==> src/rtl/ps2_pkg.sv <==
// rtl/ps2_pkg.sv - shared constants, decoder states and event type for the PS/2 key path
package ps2_pkg;

    localparam logic [7:0] PS2_EXT    = 8'hE0;
    localparam logic [7:0] PS2_BRK    = 8'hF0;
    localparam logic [7:0] PS2_PAUSE  = 8'hE1;
    localparam logic [2:0] PAUSE_SKIP = 3'd7;

    typedef enum logic [2:0] {
        ST_IDLE,
        ST_EXT,
        ST_BRK,
        ST_EXT_BRK,
        ST_SKIP
    } dec_state_e;

    typedef struct packed {
        logic       ext;
        logic       rel;
        logic [7:0] code;
    } ps2_event_t;

    // Keyboard housekeeping replies (BAT, ack, echo, resend, error) that never form key events.
    function automatic logic is_ctrl_byte(input logic [7:0] b);
        return (b == 8'hAA) || (b == 8'hFA) || (b == 8'hEE) ||
               (b == 8'hFE) || (b == 8'h00) || (b == 8'hFF);
    endfunction

endpackage

==> src/rtl/ps2_frame_rx.sv <==
// rtl/ps2_frame_rx.sv - PS/2 pin synchroniser, 11-bit frame deserialiser, frame check and timeout
module ps2_frame_rx #(
    parameter int TIMEOUT_CYCLES = 50000
) (
    input  logic       clk,
    input  logic       resetn,
    input  logic       ps_clk,
    input  logic       ps_data,
    output logic       byte_valid,
    output logic [7:0] byte_data,
    output logic       err_parity,
    output logic       err_timeout
);

    localparam int TW = $clog2(TIMEOUT_CYCLES + 1);
    localparam logic [TW-1:0] T_LAST = TW'(TIMEOUT_CYCLES - 1);

    logic          clk_s1_q, clk_s1_d, clk_s2_q, clk_s2_d, clk_prev_q, clk_prev_d;
    logic          dat_s1_q, dat_s1_d, dat_s2_q, dat_s2_d;
    logic [3:0]    bit_cnt_q, bit_cnt_d;
    logic [9:0]    shift_q, shift_d;
    logic [TW-1:0] tmo_q, tmo_d;
    logic          byte_valid_q, byte_valid_d;
    logic [7:0]    byte_data_q, byte_data_d;
    logic          err_parity_q, err_parity_d;
    logic          err_timeout_q, err_timeout_d;
    logic          fall;
    logic [10:0]   frame;

    always_comb begin
        clk_s1_d      = ps_clk;
        clk_s2_d      = clk_s1_q;
        clk_prev_d    = clk_s2_q;
        dat_s1_d      = ps_data;
        dat_s2_d      = dat_s1_q;
        bit_cnt_d     = bit_cnt_q;
        shift_d       = shift_q;
        tmo_d         = tmo_q;
        byte_valid_d  = 1'b0;
        byte_data_d   = byte_data_q;
        err_parity_d  = 1'b0;
        err_timeout_d = 1'b0;
        fall          = clk_prev_q & ~clk_s2_q;
        // frame[0] = start, frame[8:1] = data, frame[9] = parity, frame[10] = stop
        frame         = {dat_s2_q, shift_q};

        if (fall) begin
            tmo_d = '0;
            if (bit_cnt_q == 4'd10) begin
                bit_cnt_d = 4'd0;
                if (!frame[0] && frame[10] && (^frame[9:1])) begin
                    byte_valid_d = 1'b1;
                    byte_data_d  = frame[8:1];
                end else begin
                    err_parity_d = 1'b1;
                end
            end else begin
                shift_d   = {dat_s2_q, shift_q[9:1]};
                bit_cnt_d = bit_cnt_q + 4'd1;
            end
        end else if (bit_cnt_q != 4'd0) begin
            if (tmo_q == T_LAST) begin
                tmo_d         = '0;
                bit_cnt_d     = 4'd0;
                err_timeout_d = 1'b1;
            end else begin
                tmo_d = tmo_q + 1'b1;
            end
        end
    end

    // ps_clk idles high, so its synchroniser and edge register reset high to avoid a false edge.
    always_ff @(posedge clk or negedge resetn) begin
        if (!resetn) begin
            clk_s1_q      <= 1'b1;
            clk_s2_q      <= 1'b1;
            clk_prev_q    <= 1'b1;
            dat_s1_q      <= 1'b0;
            dat_s2_q      <= 1'b0;
            bit_cnt_q     <= 4'd0;
            shift_q       <= '0;
            tmo_q         <= '0;
            byte_valid_q  <= 1'b0;
            byte_data_q   <= 8'd0;
            err_parity_q  <= 1'b0;
            err_timeout_q <= 1'b0;
        end else begin
            clk_s1_q      <= clk_s1_d;
            clk_s2_q      <= clk_s2_d;
            clk_prev_q    <= clk_prev_d;
            dat_s1_q      <= dat_s1_d;
            dat_s2_q      <= dat_s2_d;
            bit_cnt_q     <= bit_cnt_d;
            shift_q       <= shift_d;
            tmo_q         <= tmo_d;
            byte_valid_q  <= byte_valid_d;
            byte_data_q   <= byte_data_d;
            err_parity_q  <= err_parity_d;
            err_timeout_q <= err_timeout_d;
        end
    end

    assign byte_valid  = byte_valid_q;
    assign byte_data   = byte_data_q;
    assign err_parity  = err_parity_q;
    assign err_timeout = err_timeout_q;

endmodule

==> src/rtl/ps2_key_event_ctrl.sv <==
// rtl/ps2_key_event_ctrl.sv - PS/2 scan-code prefix decoder and key event FIFO
module ps2_key_event_ctrl
    import ps2_pkg::*;
#(
    parameter int TIMEOUT_CYCLES = 50000,
    parameter int FIFO_DEPTH     = 4
) (
    input  logic       clk,
    input  logic       resetn,
    input  logic       ps_clk,
    input  logic       ps_data,
    output logic       evt_valid,
    input  logic       evt_ready,
    output logic [7:0] evt_code,
    output logic       evt_ext,
    output logic       evt_release,
    output logic       err_parity,
    output logic       err_timeout,
    output logic       overflow
);

    localparam int AW = $clog2(FIFO_DEPTH);
    localparam logic [AW:0] FULL_CNT = (AW + 1)'(FIFO_DEPTH);

    logic       byte_valid;
    logic [7:0] byte_data;
    logic       rx_err_parity;
    logic       rx_err_timeout;

    ps2_frame_rx #(.TIMEOUT_CYCLES(TIMEOUT_CYCLES)) u_frame_rx (
        .clk         (clk),
        .resetn      (resetn),
        .ps_clk      (ps_clk),
        .ps_data     (ps_data),
        .byte_valid  (byte_valid),
        .byte_data   (byte_data),
        .err_parity  (rx_err_parity),
        .err_timeout (rx_err_timeout)
    );

    dec_state_e                   state_q, state_d;
    logic [2:0]                   skip_q, skip_d;
    logic                         emit_q, emit_d;
    ps2_event_t                   evt_q, evt_d;
    ps2_event_t [FIFO_DEPTH-1:0]  mem_q, mem_d;
    logic [AW-1:0]                wr_ptr_q, wr_ptr_d, rd_ptr_q, rd_ptr_d;
    logic [AW:0]                  count_q, count_d;
    logic                         overflow_q, overflow_d;
    logic                         push, pop, full, is_prefix;

    always_comb begin
        state_d   = state_q;
        skip_d    = skip_q;
        emit_d    = 1'b0;
        evt_d     = evt_q;
        is_prefix = (byte_data == PS2_EXT) || (byte_data == PS2_BRK);

        if (rx_err_parity || rx_err_timeout) begin
            state_d = ST_IDLE;
        end else if (byte_valid) begin
            evt_d.code = byte_data;
            case (state_q)
                ST_IDLE: begin
                    if (byte_data == PS2_EXT) begin
                        state_d = ST_EXT;
                    end else if (byte_data == PS2_BRK) begin
                        state_d = ST_BRK;
                    end else if (byte_data == PS2_PAUSE) begin
                        state_d = ST_SKIP;
                        skip_d  = PAUSE_SKIP;
                    end else if (!is_ctrl_byte(byte_data)) begin
                        emit_d    = 1'b1;
                        evt_d.ext = 1'b0;
                        evt_d.rel = 1'b0;
                    end
                end
                ST_EXT: begin
                    if (byte_data == PS2_BRK) begin
                        state_d = ST_EXT_BRK;
                    end else if (byte_data != PS2_EXT) begin
                        state_d   = ST_IDLE;
                        emit_d    = 1'b1;
                        evt_d.ext = 1'b1;
                        evt_d.rel = 1'b0;
                    end
                end
                ST_BRK, ST_EXT_BRK: begin
                    state_d   = ST_IDLE;
                    emit_d    = !is_prefix;
                    evt_d.ext = (state_q == ST_EXT_BRK);
                    evt_d.rel = 1'b1;
                end
                ST_SKIP: begin
                    skip_d = skip_q - 3'd1;
                    if (skip_q == 3'd1) begin
                        state_d = ST_IDLE;
                    end
                end
                default: state_d = ST_IDLE;
            endcase
        end
    end

    // A full FIFO still accepts a new event when the head leaves in the same cycle.
    always_comb begin
        pop        = (count_q != '0) && evt_ready;
        full       = (count_q == FULL_CNT);
        push       = emit_q && (!full || pop);
        overflow_d = emit_q && full && !pop;
        mem_d      = mem_q;
        wr_ptr_d   = wr_ptr_q;
        rd_ptr_d   = rd_ptr_q;
        count_d    = count_q;
        if (push) begin
            mem_d[wr_ptr_q] = evt_q;
            wr_ptr_d        = wr_ptr_q + 1'b1;
        end
        if (pop) begin
            rd_ptr_d = rd_ptr_q + 1'b1;
        end
        case ({push, pop})
            2'b10:   count_d = count_q + 1'b1;
            2'b01:   count_d = count_q - 1'b1;
            default: count_d = count_q;
        endcase
    end

    always_ff @(posedge clk or negedge resetn) begin
        if (!resetn) begin
            state_q    <= ST_IDLE;
            skip_q     <= 3'd0;
            emit_q     <= 1'b0;
            evt_q      <= '0;
            mem_q      <= '0;
            wr_ptr_q   <= '0;
            rd_ptr_q   <= '0;
            count_q    <= '0;
            overflow_q <= 1'b0;
        end else begin
            state_q    <= state_d;
            skip_q     <= skip_d;
            emit_q     <= emit_d;
            evt_q      <= evt_d;
            mem_q      <= mem_d;
            wr_ptr_q   <= wr_ptr_d;
            rd_ptr_q   <= rd_ptr_d;
            count_q    <= count_d;
            overflow_q <= overflow_d;
        end
    end

    assign evt_valid   = (count_q != '0);
    assign evt_code    = mem_q[rd_ptr_q].code;
    assign evt_ext     = mem_q[rd_ptr_q].ext;
    assign evt_release = mem_q[rd_ptr_q].rel;
    assign err_parity  = rx_err_parity;
    assign err_timeout = rx_err_timeout;
    assign overflow    = overflow_q;

endmodule
==> config.mk <==
export PLATFORM = sky130hd
export DESIGN_NAME = ps2_key_event_ctrl
export DESIGN_NICKNAME = d
export VERILOG_FILES = /design/src/rtl/ps2_pkg.sv /design/src/rtl/ps2_frame_rx.sv /design/src/rtl/ps2_key_event_ctrl.sv
export SDC_FILE = /design/constraint.sdc
export NUM_CORES = 1
export LEC_CHECK = 0
export BUFFER_PORTS_ARGS = -buffer_cell sky130_fd_sc_hd__buf_4
export CORE_UTILIZATION = 34
export DETAILED_ROUTE_END_ITERATION = 10
export HOLD_SLACK_MARGIN = 0.03
export MAX_ROUTING_LAYER = met4
export SKIP_CTS_REPAIR_TIMING = 1
export SYNTH_ARGS = -nofsm -noshare
export SYNTH_HDL_FRONTEND = slang
export SYNTH_SLANG_ARGS = --single-unit
export TNS_END_PERCENT = 20
==> constraint.sdc <==
create_clock -name clk -period 2 [get_ports clk]
set_input_delay 0.4 -clock clk [delete_from_list [all_inputs] [get_ports clk]]
set_output_delay 0.4 -clock clk [all_outputs]
set_load 0.05 [all_outputs]
==> results.yml <==
synth:
  synth_compound_area_share_pct: 5.311
  synth_nets: 425
  synthCells: 408
  syn_area_per_cell_um2: 12.53
  ys.flop_type: "dfrtp_1"
  synth-seq-cells: 111
  synth-adder-area-share_pct: 3.084
  yosys.cell_types.count: 55
  synth_edf_count: 0
  synthSimpleGateAreaFrac_pct: 11.82
  ys.warnings.count: 0
  netlist_area_mm2: 0.005112
  synthArstFlopShare_pct: 100.0
  synth_xor_area_share_pct: 4.552
  synthMuxAreaShare_pct: 18.48
  synth_top_family_by_area: "multiplexers"
  seq_area_frac_synth_pct: 54.41
global_routing:
  grt_usage_pct: 13.98
  grt_pass1_wl_um: 16880
  antenna_found_initial: 0
  grt_pass1_vias: 3471
  grt_overflow: 0
  grt_start_max_net_pins: 38
worst_setup_path:
  critPathRequiredTime_ns: 1.60
  startpoint_type: "register"
  path_max_fanout: 6
  path_class: "register to primary output"
  critPathCaptureType: "primary output"
  worstPathArrival_ns: 1.66
placement:
  io_buffer_count: 18
  place_congestion: 0.8257
  place_hpwl_um: 6945
  post_dp_cell_area_mm2: 0.005782
  place_ws_ns: -0.1797
  place_inst: 631
cells_and_area:
  regArea_mm2: 0.002783
  antenna_cells: 0
  fill_cells: 1325
  nets: 480
  multi_input_area_mm2: 0.002240
  finalNonFillerCells: 652
  design_area_mm2: 0.006202
  drive_above_1_share_pct: 35.04
  syn_to_final_growth_pct: 21.32
routing:
  post-route-drc-count: 0
  drt-initial-drc-count: 121
  wl_per_cell_um: 15.07
  num_vias: 3232
  dr.pass1.iters: 4
  drtAntennaViolNets: 0
  wirelength_um: 9828
  via_per_inst: 4.957
power:
  ir_drop_uv: 502.5
  p_sw_w: 0.001839
  p_seq_share_pct: 44.4
  swShare_pct: 30.40
  power_density_mw_per_mm2: 975.2
  p_comb_share_pct: 26.2
  p_int_w: 0.004210
  p_clk_share_pct: 29.4
  p_leak_nw: 2.902
clocking:
  htreeDepth: 3
  path_clk_slew_ns: 0.08
  cts_inserted_buffers: 9
  cts_sinks: 111
  root_buffer: "clkbuf_16"
  cts_tree: "yes"
  clock_latency_ns: 0.35
  cts.path.max_buffers: 2
timing:
  slew_headroom_pct: 65.95
  fmax_mhz: 485.7
  fin_crit_ns: 2.059
  setup_tns_ns: -0.4284
  final.setup.worst_slack_ns: -0.05901
  period_share_pct: 103.0
  drv_slew: 0
  finClkSkew_ns: 0.01537
  hold_slack_ns: 0.1578
  rsz0062_at_grt: "yes"
  setup_viol: 10
  timing_hold_violations_final: 0
  tightest_slew_ns: 0.5061
floorplan:
  die_w_um: 124.6
  die_h_um: 124.6
  design.die.area_mm2: 0.01553
  initial_core_util_pct: 35.04
  core_mm2: 0.01459
  rows: 44
  ios: 19
run_status:
  violations: "setup timing"
  outcome: "finished, violations left"
run:
  maxCapViolCount: 0
worst_hold_path:
  hold_path.class: "primary input to register"
-- worst max-delay path: stages (launching register included) --
cell     delay [ns]
dfrtp_2        0.44
buf_12         0.15
mux4_2         0.53
buf_6          0.17
-- area by class of cell --
class	instances	area share, %
Timing Repair Buffer	58	9.562
Multi-Input combinational cell	268	36.11
Inverter	15	0.9078
Clock buffer	10	3.853
Tap cell	184	3.712
Sequential cell	111	44.87
Clock inverter	6	0.9885
-- power groups by stage --
stage / sequential [W] / combinational [W] / clock [W]
detailed placement: 0.00272 / 0.00148 / 0
CTS: 0.00267 / 0.00149 / 0.00185
finish: 0.00269 / 0.00158 / 0.00178
global route: 0.00272 / 0.00173 / 0.00194
global placement: 0.00270 / 0.00144 / 0
floorplan: 0.00266 / 0.00105 / 0
-- per-layer routing --
layer  wire [um]  global-route usage, %  vias to the layer above
met5           0                      -                        -
met4          86                  2.977                        0
met3         225                  3.522                        6
met2        5092                  24.73                       28
met1        4424                  15.88                     1640
li1            -                      -                     1558
-- flip-flops by register name, summed over array words and instances, names as in the netlist, 2 cells and up --
| name | cells |
|---|---|
| wr_ptr_q | 2 |
| count_q | 3 |
| u_frame_rx.shift_q | 10 |
| state_q | 3 |
| u_frame_rx.byte_data | 8 |
| mem_q | 40 |
| skip_q | 3 |
| evt_q | 10 |
| u_frame_rx.bit_cnt_q | 4 |
| u_frame_rx.tmo_q | 16 |
| rd_ptr_q | 2 |
-- metrics by stage --
stage | util (%) | total power [W]
6_report | 42.51 | 0.006048
5_1_grt | 42.51 | 0.006385
4_1_cts | 41.69 | 0.006008
3_5_place_dp | 39.63 | 0.004196
3_3_place_gp | 39.63 | 0.004133
2_1_floorplan | - | 0.003707
-- cells in the final DEF, fill, tap and decap left out, types with 8 or more instances in the layout --
cell       netlist  routed
nand2_1         34      34
xor2_1           9       9
buf_6            0      10
clkbuf_16        0      10
o21ai_0         14      13
buf_12           0       8
xnor2_1         13      12
mux4_2          10      10
ha_1            11      10
dfrtp_1        108     107
nand3_1          8       8
inv_1           15      15
nor3_1           8       8
buf_4            1      38
mux2_2          63      63
nor2_1          26      25
-- cells in the mapped netlist, types with 3 or more instances --
master,count,share of area (%)
and2_1,3,0.37
nor4_1,4,0.49
xor2_1,9,1.5
a211oi_1,3,0.44
clkbuf_1,7,0.51
or3_1,3,0.37
mux4_2,10,4.4
inv_1,15,1.1
nand2_1,34,2.5
a21oi_1,4,0.39
nand4_1,4,0.49
o21a_1,3,0.44
and3_1,4,0.49
or4_1,3,0.44
nor2b_1,4,0.49
dfstp_2,3,1.5
nor2_1,26,1.9
ha_1,11,2.7
xnor2_1,13,2.2
o21ai_0,14,1.4
mux2_2,63,14
nand2b_1,3,0.37
dfrtp_1,108,53
nand3_1,8,0.78
buf_2,6,0.59
nor3_1,8,0.78
-- logic make-up (layout without fill, tap and decap cells) --
logic type	after synthesis	count (layout)
xor+xnor	24	24
flops	111	111
fa+ha+maj	12	12
mux	74	74
simple gates	117	117
buf+inv	29	89
compound gates	41	41
-- worst paths after layout --
kind                                                         from                                   to  slack (ns)  cells after the start
worst max-delay path                      rd_ptr_q[0]$_DFFE_PN0P_                          evt_code[6]       -0.06                      3
worst min-delay path                                      ps_data        u_frame_rx.dat_s1_q$_DFF_PN0_        0.16                      1
worst max register to register  u_frame_rx.shift_q[3]$_DFFE_PN0P_  u_frame_rx.byte_data[3]$_DFFE_PN0P_        0.03                      6
worst min register to register      u_frame_rx.dat_s1_q$_DFF_PN0_        u_frame_rx.dat_s2_q$_DFF_PN0_        0.35                      0
max in group asynchronous                                  resetn      u_frame_rx.clk_prev_q$_DFF_PN1_        0.87                      3
min in group asynchronous                                  resetn                   overflow$_DFF_PN0_        0.51                      2
Power figures use the tool's default switching activity.
